<file path="src/rtl/keypad_event_encoder.sv">
// Keypad front end: synchronises and debounces note and control buttons, encodes
// the held note keys to a keycode and emits press/release and control-edge pulses.
module keypad_event_encoder #(
    parameter int NUM_KEYS        = 13,
    parameter int NUM_CTRL        = 2,
    parameter int CODE_W          = 4,
    parameter int DEBOUNCE_CYCLES = 4
) (
    input  logic                         clk,
    input  logic                         rst,
    input  logic [NUM_KEYS+NUM_CTRL-1:0] pb,
    input  logic                         prio_mode,
    output logic [CODE_W-1:0]            keycode,
    output logic                         key_valid,
    output logic                         press_pulse,
    output logic [CODE_W-1:0]            press_code,
    output logic                         release_pulse,
    output logic [NUM_CTRL-1:0]          ctrl_level,
    output logic [NUM_CTRL-1:0]          ctrl_rise
);

    localparam int                NB       = NUM_KEYS + NUM_CTRL;
    localparam int                CNT_W    = $clog2(DEBOUNCE_CYCLES + 1);
    localparam logic [CNT_W-1:0]  CNT_LAST = CNT_W'(DEBOUNCE_CYCLES - 1);
    localparam logic [CODE_W-1:0] NO_KEY   = '1;

    logic [NB-1:0]          sync_a;
    logic [NB-1:0]          sync_b;
    logic [NB-1:0]          st;
    logic [NB-1:0]          st_d;
    logic [CNT_W-1:0]       cnt [NB];
    logic [CODE_W-1:0]      last_key;
    logic [NB-1:0]          rise_bits;
    logic [NB-1:0]          fall_bits;
    logic [2**CODE_W-1:0]   held_pad;
    logic [CODE_W-1:0]      lowest_held;

    // Lowest set index among the note keys, or all-ones when none is set.
    function automatic logic [CODE_W-1:0] lowest_index(input logic [NUM_KEYS-1:0] v);
        logic [CODE_W-1:0] code;
        code = NO_KEY;
        for (int i = NUM_KEYS - 1; i >= 0; i--) begin
            if (v[i]) code = CODE_W'(i);
        end
        return code;
    endfunction

    always_ff @(posedge clk) begin
        if (rst) begin
            sync_a <= '0;
            sync_b <= '0;
        end else begin
            // NOTE: non-blocking so sync_b takes sync_a's pre-edge value, forming two real flops.
            sync_a <= pb;
            sync_b <= sync_a;
        end
    end

    always_ff @(posedge clk) begin
        if (rst) begin
            st   <= '0;
            st_d <= '0;
            // NOTE: the counter array is reset explicitly so a reset mid-debounce discards partial counts.
            for (int i = 0; i < NB; i++) cnt[i] <= '0;
        end else begin
            st_d <= st;
            for (int i = 0; i < NB; i++) begin
                if (sync_b[i] == st[i]) begin
                    cnt[i] <= '0;
                end else if (cnt[i] == CNT_LAST) begin
                    st[i]  <= sync_b[i];
                    cnt[i] <= '0;
                end else begin
                    cnt[i] <= cnt[i] + CNT_W'(1);
                end
            end
        end
    end

    assign rise_bits     = st & ~st_d;
    assign fall_bits     = ~st & st_d;
    assign press_pulse   = |rise_bits[NUM_KEYS-1:0];
    assign press_code    = lowest_index(rise_bits[NUM_KEYS-1:0]);
    assign release_pulse = |fall_bits[NUM_KEYS-1:0];
    assign ctrl_rise     = rise_bits[NB-1:NUM_KEYS];
    assign ctrl_level    = st[NB-1:NUM_KEYS];
    assign key_valid     = |st[NUM_KEYS-1:0];

    // last_key survives releases so most-recent priority can resume once it is held again.
    always_ff @(posedge clk) begin
        if (rst) begin
            last_key <= '0;
        end else if (press_pulse) begin
            last_key <= press_code;
        end
    end

    always_comb begin
        // NOTE: every output of this block is assigned up front, so no path can infer a latch.
        held_pad                 = '0;
        held_pad[NUM_KEYS-1:0]   = st[NUM_KEYS-1:0];
        lowest_held              = lowest_index(st[NUM_KEYS-1:0]);
        keycode                  = lowest_held;
        if (prio_mode && held_pad[last_key]) keycode = last_key;
    end

endmodule

</file>
<file path="config.mk">
export PLATFORM = sky130hd
export DESIGN_NAME = keypad_event_encoder
export DESIGN_NICKNAME = d
export VERILOG_FILES = /design/src/rtl/keypad_event_encoder.sv
export SDC_FILE = /design/constraint.sdc
export NUM_CORES = 1
export LEC_CHECK = 0
export CAP_MARGIN = 20
export CORE_MARGIN = 2
export CORE_UTILIZATION = 50
export DETAILED_ROUTE_END_ITERATION = 10
export GPL_TIMING_DRIVEN = 0
export PLACE_DENSITY = 0.69
export SETUP_SLACK_MARGIN = 0.02
export SLEW_MARGIN = 20
export SYNTH_ARGS = -nofsm -noshare
export SYNTH_HDL_FRONTEND = slang
export SYNTH_SLANG_ARGS = --single-unit
</file>
<file path="constraint.sdc">
create_clock -name clk -period 2.65 [get_ports clk]
set_input_delay 0.265 -clock clk [delete_from_list [all_inputs] [get_ports clk]]
set_output_delay 0.265 -clock clk [all_outputs]
set_load 0.005 [all_outputs]
</file>
Word level (Yosys, flattened, before mapping)

Memories as Yosys holds them, arrays and structs flattened.
Cells that the tools add are included.

Reduce and logical (&&, ||, !) cells: 19
Add/subtract/negate cells: 15
Magnitude comparators: 1
Bitwise logic cells: 64
Eq/ne operators: 30
Mux-type cells: 241

Operators by type and width:

| kind                                                | count |
|---|---|
| 2-to-1 mux 1 bit                                    | 168 |
| 2-to-1 mux 3 bit                                    | 45 |
| 2-to-1 mux 4 bit                                    | 25 |
| adder 3 x 1 -> 3 bit, second input constant         | 15 |
| equality test 3 x 2 -> 1 bit, second input constant | 15 |
| OR 1 bit                                            | 45 |
| OR reduction 13 bit                                 | 3 |
| AND reduction 2 bit                                 | 15 |
| AND 15 bit                                          | 1 |
| equality test 1 bit                                 | 15 |
| NOT 1 bit                                           | 15 |
| NOT 15 bit                                          | 1 |
| AND 13 bit                                          | 1 |
| NOT 13 bit                                          | 1 |
| < comparator 4 x 5 -> 1 bit, second input constant  | 1 |
| binary-select mux 1 bit (select 4 bit)              | 1 |
| 2-to-1 mux 2 bit                                    | 2 |
| logical AND 1 bit                                   | 1 |

Bits in writable memories: 45
Output and inout bits: 15
Logic and storage cells: 390
Bits of input ports: 18
Memories kept: 1
Register bits after elaboration: 64

Memory list:

| name | words | bits a word | rd ports | clocked after memory_dff | wr ports | line | RTL |
|---|---|---|---|---|---|---|---|
| cnt  | 15    | 3           | 15       | 0                        | 15       | 31   | `logic [CNT_W-1:0] cnt [NB];` |

Depth between registers and ports, before layout

Gate-level depths: netlist (run 1).

Word-level depth: 15
Depth in mapped cells: 6
Depth with buffers taken out: 5

Worst setup path before layout (run 1)

No wires, ideal clock.

Kind: flip-flop to output port
Start: register last_key[0]
End: output port keycode[0]
Required time: 2.385 ns
Path slack: 0.712 ns
Cell stages (with the launch flop): 6
Arrival time: 1.673 ns
Path buffers: 0
Cells stage by stage: dfxtp_1 > mux4_1 > nor2_1 > nor2_1 > o211ai_4 > mux2_2

Word-level cells in the longest chain between the ends: 4

RTL lines:

| what                                   | line | RTL |
|---|---|---|
| start: declaration                     | 32   | `logic [CODE_W-1:0] last_key;` |
| start signal: assignment               | 94   | `last_key <= press_code;` |
| binary-select mux 1 bit (select 4 bit) | 104  | `if (prio_mode && held_pad[last_key]) keycode = last_key;` |
| 2-to-1 mux 1 bit (not written as such) | 104  |  |
| logical AND 1 bit                      | 104  |  |
| 2-to-1 mux 4 bit (*)                   | 104  |  |
| end: declaration                       | 13   | `output logic [CODE_W-1:0] keycode,` |

Every way passes the cells marked *; elsewhere a longest branch is shown, timed or not. The select of a mux whose other input is x is not followed.

Final worst setup path (run 1)

Start: register st[2]
End: output port keycode[3]

Word-level cells in the longest chain between the ends: 4
Elaborated cells on any way between the ends: 7
Those cells by class: mux (6); reduce/logical (1)

RTL lines:

| what                                                                       | line    | RTL |
|---|---|---|
| start: declaration                                                         | 29      | `logic [NB-1:0] st;` |
| start signal: indexed assignment                                           | 71      | `st[i] <= sync_b[i];` |
| binary-select mux 1 bit (select 4 bit) or 2-to-1 mux 4 bit (tied branches) | 104, 43 |  |
| 2-to-1 mux 1 bit (not written as such) or 2-to-1 mux 4 bit (tied branches) | 104, 43 |  |
| logical AND 1 bit or 2-to-1 mux 4 bit (tied branches)                      | 104, 43 |  |
| 2-to-1 mux 4 bit (*)                                                       | 104     |  |

Marked as above.

==> results of run 1 <==
[registers in the layout (all words and copies together) (netlist names)]
register	flops
st_d	15
cnt	45
sync_a	15
last_key	4
sync_b	15
st	15
[critical path: stages, from the launching register on]
cell and delay [ns]:
dfxtp_2 0.33, buf_6 0.13, mux4_2 0.47, nor2_2 0.13
nor2_2 0.05, o211ai_4 0.24, buf_4 0.16, mux2i_1 0.16
dlygate4sd2_1 0.25
[how the worst max path moves through the flow]
stage,startpoint,to,slack (ns),depth (start not counted)
floorplan,last_key[0],keycode[0],0.71,5
global placement,last_key[0],keycode[1],0.16,6
detailed placement,last_key[0],keycode[0],0.15,6
CTS,st[4],keycode[1],0.0005,8
global route,st[2],keycode[3],0.02,8
finish,st[2],keycode[3],0.13,8
[metal layers]
| metal | share of wire [%] | track usage (%) |
|---|---|---|
| met5 | 0 | 0 |
| met3 | 5.2 | 4.00 |
| met4 | 1.1 | 4.37 |
| met1 | 47 | 21.8 |
| met2 | 46 | 28.3 |
[repair_timing]
item | in CTS | in global routing
pin swaps | 3 | 5
buffers inserted | 5 | 1
resized for setup | 20 | 21
cloned | 0 | 0
endpoints found under the setup margin | 7 | 7
[final cells by class]
class / instances / area (um2) / area share, %
timing repair buffer: 38 / 363 / 6.37
sequential: 109 / 2650 / 46.5
multi-input combinational: 314 / 2070 / 36.4
clock inverter: 4 / 28.8 / 0.505
buffer: 15 / 91.3 / 1.60
inverter: 44 / 165 / 2.90
tap: 129 / 161 / 2.83
clock buffer: 12 / 166 / 2.92
[report_power, final]
| group | leakage [nW] | internal, W | switching, W |
|---|---|---|---|
| Sequential | 0.991 | 0.00180 | 0.0000316 |
| Clock | 0.0958 | 0.000428 | 0.000542 |
| Combinational | 1.27 | 0.000126 | 0.000112 |
[cell usage in the layout (no fill, tap or decap), drive strengths merged, types with 2 or more instances in the layout]
cell,n
nor2,79
dfxtp,64
nor2b,55
edfxtp,45
conb,45
inv,45
ha,30
clkdlybuf4s50,27
clkbuf,21
or3,16
mux2i,16
xnor2,15
buf,15
nand2,10
a21oi,6
nor4,4
nand2b,3
o31ai,3
mux4,3
mux2,3
a2111oi,3
o21bai,2
a211oi,2
nor3,2
o22ai,2
a21boi,2
o311ai,2
clkinv,2
[synthesized netlist by cell type (2+ instances only)]
cell | count | area [um2]
a2111oi_0 | 2 | 17.5
a211oi_1 | 2 | 15.0
a21boi_0 | 2 | 15.0
a21oi_1 | 6 | 30.0
buf_1 | 2 | 7.51
buf_2 | 3 | 15.0
buf_4 | 3 | 22.5
buf_6 | 3 | 33.8
clkbuf_1 | 7 | 26.3
dfxtp_1 | 64 | 1280
edfxtp_1 | 45 | 1350
ha_1 | 30 | 375
inv_1 | 44 | 165
mux2_2 | 3 | 33.8
mux2i_1 | 16 | 160
mux4_1 | 3 | 78.8
nand2_1 | 10 | 37.5
nand2b_1 | 3 | 18.8
nor2_1 | 79 | 297
nor2b_1 | 55 | 344
nor3_1 | 2 | 10.0
nor4_1 | 4 | 25.0
o21bai_1 | 2 | 15.0
o22ai_1 | 2 | 12.5
o31ai_1 | 3 | 22.5
or3_1 | 16 | 100
xnor2_1 | 15 | 131
[cells by family (layout without fill, tap and decap cells)]
group | count (synthesis) | count (layout)
other | 1 | 45
AOI/OAI and AO/OA | 29 | 29
muxes | 22 | 22
xor gates and xnor gates | 15 | 15
DFF | 109 | 109
buffers and inverters | 62 | 113
and+or+nand+nor | 173 | 173
adders and majority gates | 30 | 30
[stage by stage]
step	area, um2	total power [W]	hold WS [ns]	cells
2_1_floorplan	4930	0.00201	0.393	485
3_3_place_gp	5420	0.00209	0.418	646
3_5_place_dp	5420	0.00210	0.423	646
4_1_cts	5660	0.00308	0.434	664
5_1_grt	5700	0.00318	0.435	665
6_report	5700	0.00304	0.443	665
==> impl_metrics.csv, run 1 <==
group,metric,value,unit
worst_setup_path,ff2ff_setup_slack,0.86,ns
timing,fmax,396,MHz
worst_setup_path,crit_path_start_kind,"flop",
timing,setup_viol,0,
place,place.gp.congestion,0.863,
timing,finalCritPeriodShare,95.2,%
worst_hold_path,hold_depth,1,
clock_tree,clkLatencyLatePin,0.36,ns
grt,grt_pass1_wl,13300,um
logic_synthesis,synth_simple_gate_area_share,18.0,%
drt,dr.pass1.iters,5,
logic_synthesis,synth-seq-area-share,55.2,%
layout,drive_gt1_share,10.3,%
worst_hold_path,min_path_type,"reg -> reg",
clock_tree,cts.clk_slew.worst_paths,0.10,ns
worst_setup_path,reg2reg_depth,5,
timing,rsz0062_at_grt,"false",
worst_hold_path,hold_end,"sync_b[12]",
timing,maxSlewViolCount,0,
floorplanning,core_area,9240,um2
timing,hold_viol,0,
layout,area_delta_synth_final,19.5,%
timing,relSlewSlack,56.0,%
place,pre_cts_slack,0.147,ns
grt,overflow,0,
place,port_buffers,32,
clock_tree,cts_tree,"done",
clock_tree,ctsHoldBuffers,0,
logic_synthesis,synth_seq_cells,109,
worst_setup_path,arrival,2.26,ns
worst_setup_path,r2r_end,"last_key[1]",
grt,grt_antenna_before_repair,0,
grt,grt_usage,16.8,%
layout,n_fill_cell,794,
logic_synthesis,synth-compound-area-share,4.70,%
worst_setup_path,required,2.38,ns
drt,drt_iter0_markers,107,
worst_setup_path,r2r_start,"st[0]",
layout,fin_nets,579,
worst_hold_path,hp-start,"sync_a[12]",
drt,ant_nets,0,
worst_setup_path,worstPathMaxFanout,9,
logic_synthesis,async_reset_ff_share,0,%
grt,grt_max_degree,18,
floorplanning,row_count,35,
timing,fin_skew,0.0132,ns
logic_synthesis,synthCells,441,
drt,vias_per_cell,4.63,
worst_setup_path,worstSetupPathType,"reg -> out",
timing,final_period_minus_worst_setup_slack,2.52,ns
pwr,vdd_drop_max,0.000363,V
clock_tree,cts-htree-levels,3,
logic_synthesis,yosysUniqueCellTypes,42,
floorplanning,io-pin-count,33,
floorplanning,start_util,51.6,%
layout,post-route-util,61.7,%
drt,wl,8030,um
clock_tree,root_buffer,"clkbuf_8",
timing,worstMarginPinSlew,0.660,ns
drt,drc,0,
clock_tree,clock_sinks,109,
place,dp_hpwl,5860,um
grt,grt_pass1_vias,2907,
clock_tree,cts_buffers,9,
logic_synthesis,synth_xor_area_share,2.76,%
floorplanning,die-area,10300,um2
floorplanning,die_w,102,um
pwr,leakage,2.36,nW
logic_synthesis,postSynthAreaPerCell,10.8,um2
pwr,power.density,534,nW/um2
run_status,status,"finished, final reports clean",
logic_synthesis,yosys.area_share.adder,7.87,%
logic_synthesis,synth-edff-count,45,
worst_setup_path,worst_setup_path_end_kind,"output port",
logic_synthesis,yosysWarningCount,0,
floorplanning,die_h,102,um
timing,setup_tns,0,ns
drt,wl_per_cell,12.1,um
logic_synthesis,syn-cell-area,4770,um2
logic_synthesis,synth_flop_cell,"dfxtp_1",
logic_synthesis,synth.mux.area_fraction,5.72,%
drt,routed-via-count,3079,
logic_synthesis,synth_top_family_by_area,"simple AND/OR/NAND/NOR gates",
layout,diodes,0,
run,drv_cap,0,
clock_tree,clock_path_buffers,2,
timing,finalWorstSetupSlack,0.128,ns
No activity file was read; power rests on OpenSTA's default activity.
==> run 2, diff against run 1 <==
Settings changed: CORE_MARGIN 2 to default, CORE_UTILIZATION 50 to 60, PLACE_DENSITY 0.69 to 0.81.
==> impl_metrics.csv, run 2 (synthesized netlist as in run 1, its figures left out) <==
group,metric,value,unit
worst_setup_path,path_cells,"mux4_2, nor2_2, nor2_1, o211ai_4, buf_6, mux2_4, clkdlybuf4s15_1",
worst_hold_path,min_path_type,"in -> reg",
place,place.gp.congestion,0.880,
timing,final_period_minus_worst_setup_slack,2.56,ns
drt,routed-via-count,3138,
layout,layout.cells.most_common_list,"nor2_1, dfxtp_1, nor2b_1",
grt,overflow,0,
clock_tree,cts_tree,"done",
worst_setup_path,crit_family,"multiplexers",
layout,area_delta_synth_final,17.9,%
drt,dr.pass1.iters,4,
floorplanning,core_area,7690,um2
clock_tree,cts-htree-levels,3,
floorplanning,row_count,32,
timing,finalCritPeriodShare,96.4,%
timing,setup_viol,0,
worst_setup_path,ff2ff_setup_slack,0.92,ns
timing,fin_skew,0.0113,ns
pwr,switching_share,22.6,%
worst_setup_path,max_stage_delay,0.52,ns
drt,vias_per_cell,4.93,
worst_setup_path,critPathLaunch,"last_key[0]",
drt,ant_nets,0,
clock_tree,cts_buffers,9,
grt,grt_pass1_vias,3117,
grt,grt_antenna_before_repair,0,
clock_tree,clock_sinks,109,
run,drv_cap,0,
timing,hold_ws,0.450,ns
worst_setup_path,worstPathMaxFanout,5,
layout,final_cell_count_no_fill,637,
worst_setup_path,r2r_start,"st[1]",
pwr,leakage,2.34,nW
layout,multi_input_area,2070,um2
timing,maxSlewViolCount,0,
grt,grt_pass1_wl,14100,um
pwr,seq_power_share,62.5,%
place,post-place-cells,619,
floorplanning,die_h,91.1,um
worst_setup_path,crit_path_start_kind,"flop",
drt,wl,8500,um
layout,largest-register,"cnt",
timing,relSlewSlack,58.4,%
worst_setup_path,critPathSlowestCell,"mux4_2",
worst_setup_path,required,2.38,ns
floorplanning,io-pin-count,33,
layout,regArea,2650,um2
timing,worstMarginPinSlew,0.624,ns
drt,wl_per_cell,13.3,um
layout,post-route-util,73.1,%
place,dp_hpwl,6210,um
pwr,p_int,0.00227,W
pwr,p_clk_share,29.2,%
worst_setup_path,cp_num_buf_inv,2,
worst_setup_path,worstSetupPathType,"reg -> out",
clock_tree,clkLatencyLatePin,0.36,ns
drt,drc,0,
timing,fmax,391,MHz
layout,largest_reg_flops,45,
place,port_buffers,32,
clock_tree,cts.clk_slew.worst_paths,0.10,ns
worst_hold_path,hp-start,"pb[9]",
pwr,combPwrFrac,8.3,%
pwr,vdd_drop_max,0.000387,V
pwr,power.density,523,nW/um2
pwr,p_switching,0.000666,W
timing,hold_viol,0,
floorplanning,start_util,62.0,%
clock_tree,root_buffer,"clkbuf_8",
grt,grt_usage,22.1,%
layout,final_common_cell,"nor2_1",
timing,rsz0062_at_grt,"true",
layout,drive_gt1_share,8.97,%
worst_setup_path,arrival,2.29,ns
drt,drt_iter0_markers,146,
clock_tree,ctsHoldBuffers,0,
floorplanning,die_w,91.1,um
clock_tree,clock_path_buffers,2,
run_status,status,"finished, final reports clean",
layout,n_fill_cell,591,
layout,fin_nets,578,
grt,grt_max_degree,17,
timing,setup_tns,0,ns
layout,diodes,0,
floorplanning,die-area,8310,um2
worst_setup_path,worst_setup_path_end_kind,"output port",
## run 2: changes by cell type in the layout (fill, tap and decap cells not counted), sizes merged
cell and delta:
clkdlybuf4s15 +1, dlymetal6s2s -1, clkbuf +1, inv -1, clkinv -1, buf -1, clkdlybuf4s50 +1
## run 2: final cells by class
type | instances | share of cell area (%)
flip-flops and latches | 109 | 47.1
multi-input cells | 314 | 36.9
repair buffers | 38 | 6.50
inverters | 44 | 2.94
clock buffers | 14 | 2.54
well taps | 102 | 2.27
plain buffers | 14 | 1.60
clock inverters | 2 | 0.200
## run 2: through the flow
stage                     setup slack (ns)  power (W)  instance area [um2]
final                               0.0945    0.00294                 5620
after global routing               -0.0372    0.00307                 5620
after CTS                          -0.0577    0.00295                 5570
after detailed placement             0.151    0.00211                 5380
after global placement               0.173    0.00209                 5380
after floorplan                      0.712    0.00201                 4930
## run 2: final timing paths
| kind | cells after the start | to |
|---|---|---|
| max | 7 | keycode[0] |
| min | 2 | sync_a[9] |
| max reg2reg | 6 | last_key[1] |
| min reg2reg | 1 | sync_b[1] |
## run 2: timing repair
item,CTS,global route
setup endpoints to repair,7,7
resized for setup,11,26
pin swaps,1,4
hold endpoints to repair,0,0
cloned,0,0
setup buffers,4,2
## run 2: power groups by stage
stage,logic (W),registers (W),clock network (W)
2_1_floorplan,0.000140,0.00187,0
3_3_place_gp,0.000221,0.00187,0
3_5_place_dp,0.000229,0.00188,0
4_1_cts,0.000234,0.00184,0.000883
5_1_grt,0.000274,0.00185,0.000951
6_report,0.000243,0.00184,0.000859
## run 2: per-layer routing
metal / wire, um / GRT usage (%)
met1: 3930 / 28.1
met2: 4120 / 37.4
met3: 348 / 4.36
met4: 98 / 8.20
met5: 0 / 0
